### src/rtl/seg_pkg.sv
// Shared 7-segment definitions: glyph patterns (active-low, g..a), capture FSM states,
// and a pattern decoder reusable by the display driver's bench.
package seg_pkg;

  localparam logic [6:0] SEG_0     = 7'b100_0000;
  localparam logic [6:0] SEG_1     = 7'b111_1001;
  localparam logic [6:0] SEG_2     = 7'b010_0100;
  localparam logic [6:0] SEG_3     = 7'b011_0000;
  localparam logic [6:0] SEG_4     = 7'b001_1001;
  localparam logic [6:0] SEG_5     = 7'b001_0010;
  localparam logic [6:0] SEG_6     = 7'b000_0010;
  localparam logic [6:0] SEG_7     = 7'b111_1000;
  localparam logic [6:0] SEG_8     = 7'b000_0000;
  localparam logic [6:0] SEG_9     = 7'b001_0000;
  localparam logic [6:0] SEG_A     = 7'b000_1000;
  localparam logic [6:0] SEG_B     = 7'b000_0011;
  localparam logic [6:0] SEG_C     = 7'b100_0110;
  localparam logic [6:0] SEG_D     = 7'b010_0001;
  localparam logic [6:0] SEG_E     = 7'b000_0110;
  localparam logic [6:0] SEG_F     = 7'b000_1110;
  localparam logic [6:0] SEG_BLANK = 7'b111_1111;

  typedef enum logic [1:0] {
    IDLE   = 2'd0,
    SETTLE = 2'd1,
    HOLD   = 2'd2
  } seg_state_e;

  typedef struct packed {
    logic       legal;
    logic       blank;
    logic [3:0] nibble;
  } seg_dec_t;

  function automatic seg_dec_t seg_decode(input logic [6:0] pattern);
    seg_dec_t r;
    r = '{legal: 1'b1, blank: 1'b0, nibble: 4'h0};
    case (pattern)
      SEG_0:     r.nibble = 4'h0;
      SEG_1:     r.nibble = 4'h1;
      SEG_2:     r.nibble = 4'h2;
      SEG_3:     r.nibble = 4'h3;
      SEG_4:     r.nibble = 4'h4;
      SEG_5:     r.nibble = 4'h5;
      SEG_6:     r.nibble = 4'h6;
      SEG_7:     r.nibble = 4'h7;
      SEG_8:     r.nibble = 4'h8;
      SEG_9:     r.nibble = 4'h9;
      SEG_A:     r.nibble = 4'hA;
      SEG_B:     r.nibble = 4'hB;
      SEG_C:     r.nibble = 4'hC;
      SEG_D:     r.nibble = 4'hD;
      SEG_E:     r.nibble = 4'hE;
      SEG_F:     r.nibble = 4'hF;
      SEG_BLANK: begin r.legal = 1'b0; r.blank = 1'b1; end
      default:   r.legal = 1'b0;
    endcase
    return r;
  endfunction

endpackage

### src/rtl/seg_sync2.sv
// Two-flop synchronizer, W bits wide; flops preset to all-ones (idle active-low bus).
// Latency 2 cycles, no backpressure.
module seg_sync2 #(
  parameter int unsigned W = 8
) (
  input  logic         clk,
  input  logic         rst,
  input  logic [W-1:0] d_i,
  output logic [W-1:0] q_o
);

  logic [W-1:0] meta_q;
  logic [W-1:0] sync_q;

  always_ff @(posedge clk or negedge rst) begin
    if (!rst) begin
      meta_q <= '1;
      sync_q <= '1;
    end else begin
      meta_q <= d_i;
      sync_q <= meta_q;
    end
  end

  assign q_o = sync_q;

endmodule

### src/rtl/seg_scan_capture.sv
// Receive side of a multiplexed 7-segment display: debounces each digit slot and decodes its glyph.
// Optional macro SEG_SCAN_DP_EN adds a decimal-point input and per-digit dp_o capture.
module seg_scan_capture
  import seg_pkg::*;
#(
  parameter int unsigned STABLE_CYCLES  = 1000,
  parameter int unsigned TIMEOUT_CYCLES = 1000000,
  parameter logic [7:0]  DIGIT_MASK     = 8'b0111_0111
) (
  input  logic        clk,
  input  logic        rst,
  input  logic [6:0]  seg_in,
`ifdef SEG_SCAN_DP_EN
  input  logic        seg_dp_in,
  output logic [7:0]  dp_o,
`endif
  input  logic [7:0]  dig_in,
  output logic [31:0] digits_o,
  output logic [7:0]  valid_o,
  output logic [7:0]  err_o,
  output logic        frame_o,
  output logic        multi_o,
  output logic        stale_o
);

`ifdef SEG_SCAN_DP_EN
  localparam int unsigned PAT_W = 8;
`else
  localparam int unsigned PAT_W = 7;
`endif
  localparam logic [15:0] STABLE_LAST = 16'(STABLE_CYCLES - 1);

  logic [PAT_W-1:0] pat_raw;
  logic [PAT_W-1:0] pat_s;
  logic [7:0]       dig_s;

`ifdef SEG_SCAN_DP_EN
  assign pat_raw = {seg_dp_in, seg_in};
`else
  assign pat_raw = seg_in;
`endif

  seg_sync2 #(.W(PAT_W)) u_sync_seg (.clk(clk), .rst(rst), .d_i(pat_raw), .q_o(pat_s));
  seg_sync2 #(.W(8))     u_sync_dig (.clk(clk), .rst(rst), .d_i(dig_in),  .q_o(dig_s));

  seg_state_e       state_q, state_d;
  logic [2:0]       idx_q, idx_d;
  logic [PAT_W-1:0] pat_q, pat_d;
  logic [15:0]      cnt_q, cnt_d;
  logic [31:0]      digits_q, digits_d;
  logic [7:0]       valid_q, valid_d;
  logic [7:0]       err_q, err_d;
  logic [7:0]       seen_q, seen_d;
  logic             frame_q, frame_d;
  logic             multi_q, multi_d;
  logic             stale_q, stale_d;
  logic [31:0]      tmo_q, tmo_d;
`ifdef SEG_SCAN_DP_EN
  logic [7:0]       dp_q, dp_d;
`endif

  logic [7:0] dig_low;
  logic       none_sel, single_sel, multi_sel;
  logic [2:0] sel_idx;
  logic       match;
  logic       start;
  logic       cap;
  logic [7:0] cap_mask;
  seg_dec_t   dec;

  // A power-of-two test on the low selects distinguishes none / exactly one / several.
  assign dig_low    = ~dig_s;
  assign none_sel   = (dig_low == 8'h00);
  assign single_sel = !none_sel && ((dig_low & (dig_low - 8'd1)) == 8'h00);
  assign multi_sel  = !none_sel && !single_sel;

  always_comb begin
    sel_idx = 3'd0;
    for (int i = 0; i < 8; i++) begin
      if (dig_low[i]) sel_idx = 3'(i);
    end
  end

  assign match = (sel_idx == idx_q) && (pat_s == pat_q);

  always_comb begin
    state_d = state_q;
    idx_d   = idx_q;
    pat_d   = pat_q;
    cnt_d   = cnt_q;
    start   = 1'b0;
    cap     = 1'b0;
    if (multi_sel || none_sel) begin
      state_d = IDLE;
    end else begin
      case (state_q)
        IDLE:   start = 1'b1;
        SETTLE: begin
          if (!match) begin
            start = 1'b1;
          end else if (cnt_q >= STABLE_LAST) begin
            cap     = 1'b1;
            state_d = HOLD;
          end else begin
            cnt_d = cnt_q + 16'd1;
          end
        end
        HOLD:    start = !match;
        default: state_d = IDLE;
      endcase
    end
    if (start) begin
      state_d = SETTLE;
      idx_d   = sel_idx;
      pat_d   = pat_s;
      cnt_d   = 16'd1;
    end
  end

  assign dec = seg_decode(pat_q[6:0]);

  always_comb begin
    digits_d = digits_q;
    valid_d  = valid_q;
    err_d    = err_q;
    cap_mask = 8'h00;
`ifdef SEG_SCAN_DP_EN
    dp_d     = dp_q;
`endif
    if (cap) begin
      cap_mask = 8'h01 << idx_q;
      if (dec.legal) begin
        digits_d[{idx_q, 2'b00} +: 4] = dec.nibble;
        valid_d[idx_q] = 1'b1;
        err_d[idx_q]   = 1'b0;
      end else if (dec.blank) begin
        valid_d[idx_q] = 1'b0;
        err_d[idx_q]   = 1'b0;
      end else begin
        valid_d[idx_q] = 1'b0;
        err_d[idx_q]   = 1'b1;
      end
`ifdef SEG_SCAN_DP_EN
      dp_d[idx_q] = ~pat_q[7];
`endif
    end
    // A capture coinciding with the frame clear survives into the next frame.
    frame_d = ((seen_q & DIGIT_MASK) == DIGIT_MASK);
    seen_d  = (frame_d ? 8'h00 : seen_q) | cap_mask;
    multi_d = multi_q | multi_sel;
    if (cap) begin
      tmo_d   = 32'd0;
      stale_d = 1'b0;
    end else begin
      tmo_d   = (tmo_q >= TIMEOUT_CYCLES) ? tmo_q : tmo_q + 32'd1;
      stale_d = (tmo_q >= TIMEOUT_CYCLES);
    end
  end

  always_ff @(posedge clk or negedge rst) begin
    if (!rst) begin
      state_q  <= IDLE;
      idx_q    <= 3'd0;
      pat_q    <= '1;
      cnt_q    <= 16'd0;
      digits_q <= 32'd0;
      valid_q  <= 8'h00;
      err_q    <= 8'h00;
      seen_q   <= 8'h00;
      frame_q  <= 1'b0;
      multi_q  <= 1'b0;
      stale_q  <= 1'b0;
      tmo_q    <= 32'd0;
`ifdef SEG_SCAN_DP_EN
      dp_q     <= 8'h00;
`endif
    end else begin
      state_q  <= state_d;
      idx_q    <= idx_d;
      pat_q    <= pat_d;
      cnt_q    <= cnt_d;
      digits_q <= digits_d;
      valid_q  <= valid_d;
      err_q    <= err_d;
      seen_q   <= seen_d;
      frame_q  <= frame_d;
      multi_q  <= multi_d;
      stale_q  <= stale_d;
      tmo_q    <= tmo_d;
`ifdef SEG_SCAN_DP_EN
      dp_q     <= dp_d;
`endif
    end
  end

  assign digits_o = digits_q;
  assign valid_o  = valid_q;
  assign err_o    = err_q;
  assign frame_o  = frame_q;
  assign multi_o  = multi_q;
  assign stale_o  = stale_q;
`ifdef SEG_SCAN_DP_EN
  assign dp_o     = dp_q;
`endif

endmodule

### config.mk
export PLATFORM = sky130hd
export DESIGN_NAME = seg_scan_capture
export DESIGN_NICKNAME = d
export VERILOG_FILES = /design/src/rtl/seg_pkg.sv /design/src/rtl/seg_sync2.sv /design/src/rtl/seg_scan_capture.sv
export SDC_FILE = /design/constraint.sdc
export NUM_CORES = 1
export LEC_CHECK = 0
export BUFFER_PORTS_ARGS = -buffer_cell sky130_fd_sc_hd__buf_4
export CORE_MARGIN = 2
export CORE_UTILIZATION = 35
export CTS_CLUSTER_DIAMETER = 40
export DETAILED_ROUTE_END_ITERATION = 10
export GPL_TIMING_DRIVEN = 0
export SLEW_MARGIN = 20
export SYNTH_ARGS = -nofsm -noshare
export SYNTH_HDL_FRONTEND = slang
export SYNTH_SLANG_ARGS = --single-unit
### constraint.sdc
create_clock -name clk -period 3.2 [get_ports clk]
set_input_delay 0.16 -clock clk [delete_from_list [all_inputs] [get_ports clk]]
set_output_delay 0.16 -clock clk [all_outputs]
set_load 0.02 [all_outputs]
==> run_results.csv, run 1 <==
group,metric,value,unit
synthesis,synth_seq_area_share,54.5,%
detailed_routing,dr_total_vias,4784,
floorplanning,die-area,20700,um^2
setup_path,slowest_delay,0.52,ns
grt,grt.overflow.total,0,
setup_path,path_max_fanout,10,
synthesis,yosysWarningCount,0,
grt,grt_usage,14.6,%
pwr,p_per_area,610,nW/um^2
placement,port_buffers,67,
setup_path,critical_path_required,3.51,ns
setup_path,crit_top_cell,"buf_2",
synthesis,syn_area,6840,um^2
sta,min_period,2.88,ns
floorplanning,rows,51,
setup_path,critPathKind,"register to register",
run,drv_cap,0,
setup_path,critPathCaptureType,"register",
placement,place_hpwl,10.0,mm
detailed_routing,wl_met2,6.87,mm
layout,num-nets-final,717,
clocking,cts_buffers,17,
synthesis,yosys.area.top_type_share,40.3,%
layout,multi_input_area,2860,um^2
synthesis,dominantRegCellSynth,"dfrtp_1",
detailed_routing,via_per_inst,4.94,
clocking,path_clk_slew,0.06,ns
floorplanning,core_area,19300,um^2
floorplanning,die_w,144,um
detailed_routing,routed.top_layer,"met4",
detailed_routing,ant_nets,0,
setup_path,cp_cell_sequence,"buf_2 -> nand2_1 -> a31oi_1 -> xnor2_1 -> nor4bb_1 -> nand3_1 -> nor3b_2 -> buf_2 -> nor2_1",
grt,grt_pass1_vias,4798,
sta,fin_crit_sh,90.0,%
clocking,cts_setup_buffers,0,
clocking,cts_max_level,4,
detailed_routing,wl,14.1,mm
detailed_routing,firstDrtPassIters,4,
detailed_routing,wl_per_cell,14.5,um
sta,slew_violations,0,
layout,drive_gt1_share,31.8,%
setup_path,crit_arrival,3.19,ns
layout,regArea,3720,um^2
synthesis,syn_inst,588,
floorplanning,io_pins,68,
synthesis,syn_nets,614,
synthesis,synth_top_area_cell,"dfrtp_1",
run_status,status,"finished, final reports clean",
setup_path,cp_slowest_cell,"nor3b_2",
synthesis,yosysMostFrequentCell,"dfrtp_1",
sta,finalSetupTns,0,ns
synthesis,synth_area_per_cell,11.6,um^2
sta,finalHoldViolCount,0,
layout,fill_cells,1791,
pwr,p_leak,4.04,nW
synthesis,netlist_top_cells_count,"dfrtp_1, nor2_1, mux2_2",
sta,worst_slack,0.320,ns
floorplanning,start_util,35.4,%
clocking,cts_sinks,147,
detailed_routing,initialDrtViolationCount,282,
synthesis,async_flop_share,100,%
floorplanning,die_h,144,um
sta,fmax,347,MHz
clocking,cts_resized,0,
placement,place_congestion,0.820,
synthesis,ys_types,72,
detailed_routing,wl_met1,6.44,mm
worst_hold_path,hp-class,"input port to asynchronous set/reset pin",
sta,rsz0062_at_grt,"no",
grt,antenna_found_initial,0,
sta,skew,0.00584,ns
pwr,vdd_drop_max,0.000377,V
pwr,p_total,5.23,mW
placement,preCtsSetupSlack,0.330,ns
synthesis,ys_ff_latch,147,
detailed_routing,drc,0,
sta,setup_viol,0,
layout,syn_to_final_growth,25.3,%
layout,antenna_cells,0,
setup_path,startpoint_type,"register",
synthesis,synth_edf_count,0,
sta,maxSlewHeadroom,46.4,%
clocking,root_buffer,"clkbuf_16",
clocking,clk_latency,0.42,ns
synthesis,synth.area.top_cells,"dfrtp_1, dfstp_2, mux2_2",
clocking,cts_tree,"built",
grt,grt_pass1_wl,23.7,mm
grt,grt_start_max_net_pins,75,
clocking,cts_max_path_buffers,2,
sta,tightest_slew,0.798,ns
detailed_routing,wl_met3,423,um
-- routing by layer --
metal  GRT usage [%]  up-vias
li1                -     2316
met1            19.1     2359
met2            23.1       89
met3            3.27       20
met4            6.60        0
met5               0        -
-- cell families after synthesis --
group | synth area share (%)
AOI/OAI and AO/OA | 8.24
xor gates and xnor gates | 3.33
adders and majority gates | 1.65
buffers and inverters | 3.62
DFF | 54.5
muxes | 9.21
and+or+nand+nor | 19.5
-- report_power, final --
part	internal (mW)	switching, mW
logic	0.294	0.577
registers	1.96	0.0741
clock network	1.52	0.802
total	3.77	1.45
-- critical path, delay by kind of cell (launching register included) --
kind,cells,cell delay [ns]
XOR/XNOR,1,0.33
AO/OA/AOI/OAI,1,0.30
flip-flops,1,0.51
AND/OR/NAND/NOR,5,1.12
buffers and inverters,2,0.50
-- cells in the final DEF (no fill, tap or decap), types with 8 or more instances in the layout --
cell / instances
a21oi_1: 25
dfstp_2: 37
buf_4: 70
and3_1: 10
nor2b_1: 20
dfrtp_1: 110
mux2_2: 44
nand2_1: 25
nand4_1: 15
nor2_1: 60
nand3_1: 28
or3_1: 8
ha_1: 9
o21ai_0: 15
and4_1: 10
inv_1: 23
buf_2: 9
dlygate4sd3_1: 16
xor2_1: 20
clkbuf_16: 17
-- layout make-up --
type	count	area share [%]
inverter	24	1.05
timing repair buffer	84	8.15
sequential	147	43.5
multi-input combinational	393	33.4
tap	265	3.87
buffer	24	1.84
clock buffer	19	5.29
clock inverter	13	2.86
-- through the flow --
stage,util [%],std cells,area [um^2],hold slack (ns)
floorplan,-,588,6840,-0.136
global placement,39.7,920,7670,0.268
detailed placement,39.8,921,7700,0.161
CTS,44.3,969,8560,0.293
global route,44.3,969,8560,0.318
finish,44.3,969,8560,0.274
-- path summary, 6_finish.rpt --
| check | slack (ns) | endpoint | startpoint | cells past startpoint |
|---|---|---|---|---|
| setup / recovery | 0.32 | tmo_q[8] | u_sync_dig.q_o[6] | 9 |
| hold / removal | 0.27 | digits_o[26] | rst | 2 |
| setup reg to reg | 0.32 | tmo_q[8] | u_sync_dig.q_o[6] | 9 |
| hold reg to reg | 0.36 | u_sync_seg.q_o[6] | u_sync_seg.meta_q[6] | 0 |
| max in group asynchronous | 2.14 | u_sync_seg.meta_q[0] | rst | 3 |
| min in group clk | 0.36 | u_sync_seg.q_o[6] | u_sync_seg.meta_q[6] | 0 |
-- repair_timing --
| action | in CTS | in global routing |
|---|---|---|
| hold buffers | 16 | 0 |
| hold endpoints to repair | 88 | 0 |
| endpoints found under the setup margin | 0 | 0 |
(Power assumes the default switching activity.)
==> inputs of run 2 (changes only) <==
Settings changed: GPL_TIMING_DRIVEN 0 to default.
==> run_results.csv, run 2 (same netlist as run 1, synthesis figures left out) <==
group,metric,value,unit
grt,antenna_found_initial,0,
pwr,clkPwrFrac,40.9,%
floorplanning,die_h,144,um
grt,grt.overflow.total,0,
clocking,cts_tree,"built",
sta,skew,0.00709,ns
sta,slew_violations,0,
clocking,cts_resized,0,
sta,maxSlewHeadroom,50.8,%
floorplanning,die_w,144,um
sta,fin_crit_sh,92.3,%
layout,drive_gt1_share,31.5,%
clocking,path_clk_slew,0.06,ns
setup_path,crit_arrival,3.25,ns
worst_hold_path,hp-class,"input port to asynchronous set/reset pin",
grt,grt_pass1_vias,4786,
pwr,p_per_area,579,nW/um^2
floorplanning,die-area,20700,um^2
layout,final_common_cell,"dfrtp_1",
pwr,seq_power_share,43.3,%
layout,most-common-layout-cells,"dfrtp_1, buf_4, nor2_1",
detailed_routing,wl,14.3,mm
sta,finalSetupTns,0,ns
layout,regArea,3720,um^2
setup_path,critPathCaptureType,"register",
grt,grt_usage,14.6,%
pwr,pwr-share-comb,15.8,%
layout,multi_input_area,2860,um^2
floorplanning,core_area,19300,um^2
floorplanning,start_util,35.4,%
pwr,sw_frac_of_total,29.1,%
floorplanning,rows,51,
setup_path,path_max_fanout,13,
detailed_routing,via_per_inst,4.93,
run_status,status,"finished, final reports clean",
floorplanning,io_pins,68,
sta,min_period,2.95,ns
sta,fmax,339,MHz
setup_path,startpoint_type,"register",
clocking,clk_latency,0.42,ns
detailed_routing,drc,0,
run,drv_cap,0,
detailed_routing,wl_per_cell,14.9,um
sta,finalHoldViolCount,0,
sta,rsz0062_at_grt,"no",
pwr,p_switching,1.42,mW
layout,final_cells,960,
detailed_routing,firstDrtPassIters,5,
sta,tightest_slew,0.739,ns
grt,grt_start_max_net_pins,82,
detailed_routing,initialDrtViolationCount,215,
clocking,cts_max_path_buffers,2,
clocking,cts_buffers,17,
sta,setup_viol,0,
clocking,holdBufCountCts,16,
pwr,p_leak,3.97,nW
clocking,cts_max_level,4,
layout,syn_to_final_growth,22.9,%
layout,antenna_cells,0,
placement,place_congestion,0.849,
placement,place_hpwl,10.0,mm
layout,num-nets-final,708,
placement,port_buffers,67,
clocking,root_buffer,"clkbuf_16",
placement,place_inst,912,
detailed_routing,ant_nets,0,
setup_path,critical_path_required,3.50,ns
clocking,cts_sinks,147,
detailed_routing,dr_total_vias,4734,
grt,grt_pass1_wl,23.8,mm
clocking,cts_setup_buffers,0,
pwr,p_int,3.45,mW
pwr,vdd_drop_max,0.000349,V
layout,fill_cells,1773,
setup_path,critPathKind,"register to register",
==> run 2: cell types whose count changed in the layout (fill, tap and decap cells not counted), sizes merged <==
cell	delta
bufinv	-4
clkinv	+4
buf	-4
clkbuf	-4
inv	-1
==> run 2: stage by stage <==
step / hold slack (ns) / utilization (%) / setup WS (ns) / power (mW) / cell area (um^2)
6_report: 0.343 / 43.4 / 0.247 / 4.87 / 8400
5_1_grt: 0.357 / 43.4 / 0.0783 / 5.10 / 8400
3_5_place_dp: 0.258 / 39.6 / 0.272 / 2.90 / 7650
3_3_place_gp: 0.241 / 39.6 / 0.348 / 2.88 / 7650
4_1_cts: 0.353 / 43.4 / 0.255 / 4.93 / 8400
2_1_floorplan: -0.136 / - / 0.768 / 2.66 / 6840
==> run 2: routing by layer <==
layer	GRT usage [%]	share of wire, %	wire [um]	up-vias
met3	3.93	3.4	479	9
met4	4.23	0.88	126	0
met1	18.9	46	6570	2353
li1	-	-	-	2290
met2	24.2	50	7110	82
met5	0	0	0	-
==> run 2: critical path, stage by stage, from the launching register on <==
cell     delay [ns]
dfstp_2        0.66
xor2_1         0.12
nor4_2         0.34
nor3b_4        0.36
and3_1         0.21
and3_1         0.43
buf_4          0.23
nand4_4        0.14
mux2_2         0.32
==> run 2: worst paths after layout <==
| path | start | endpoint | slack (ns) | cells after the start |
|---|---|---|---|---|
| max | pat_q[3] | digits_o[6] | 0.25 | 8 |
| min | rst | digits_o[27] | 0.34 | 2 |
| max reg2reg | pat_q[3] | digits_o[6] | 0.25 | 8 |
| min reg2reg | u_sync_seg.meta_q[3] | u_sync_seg.q_o[3] | 0.35 | 0 |
| max in group asynchronous | rst | idx_q[2] | 2.06 | 3 |
| min in group clk | u_sync_seg.meta_q[3] | u_sync_seg.q_o[3] | 0.35 | 0 |
==> run 2: power by group through the flow <==
stage	Combinational, mW	Clock (mW)	Sequential (mW)
floorplan	0.616	0	2.04
finish	0.770	1.99	2.11
global route	0.848	2.13	2.12
global placement	0.753	0	2.12
CTS	0.779	2.05	2.10
detailed placement	0.761	0	2.14
==> run 2: cell type report <==
type	instances	share of cell area, %
inverters	24	1.07
well taps	265	3.95
multi-input cells	393	34.1
flip-flops and latches	147	44.3
clock buffers	20	5.56
clock inverters	12	1.49
repair buffers	99	9.52
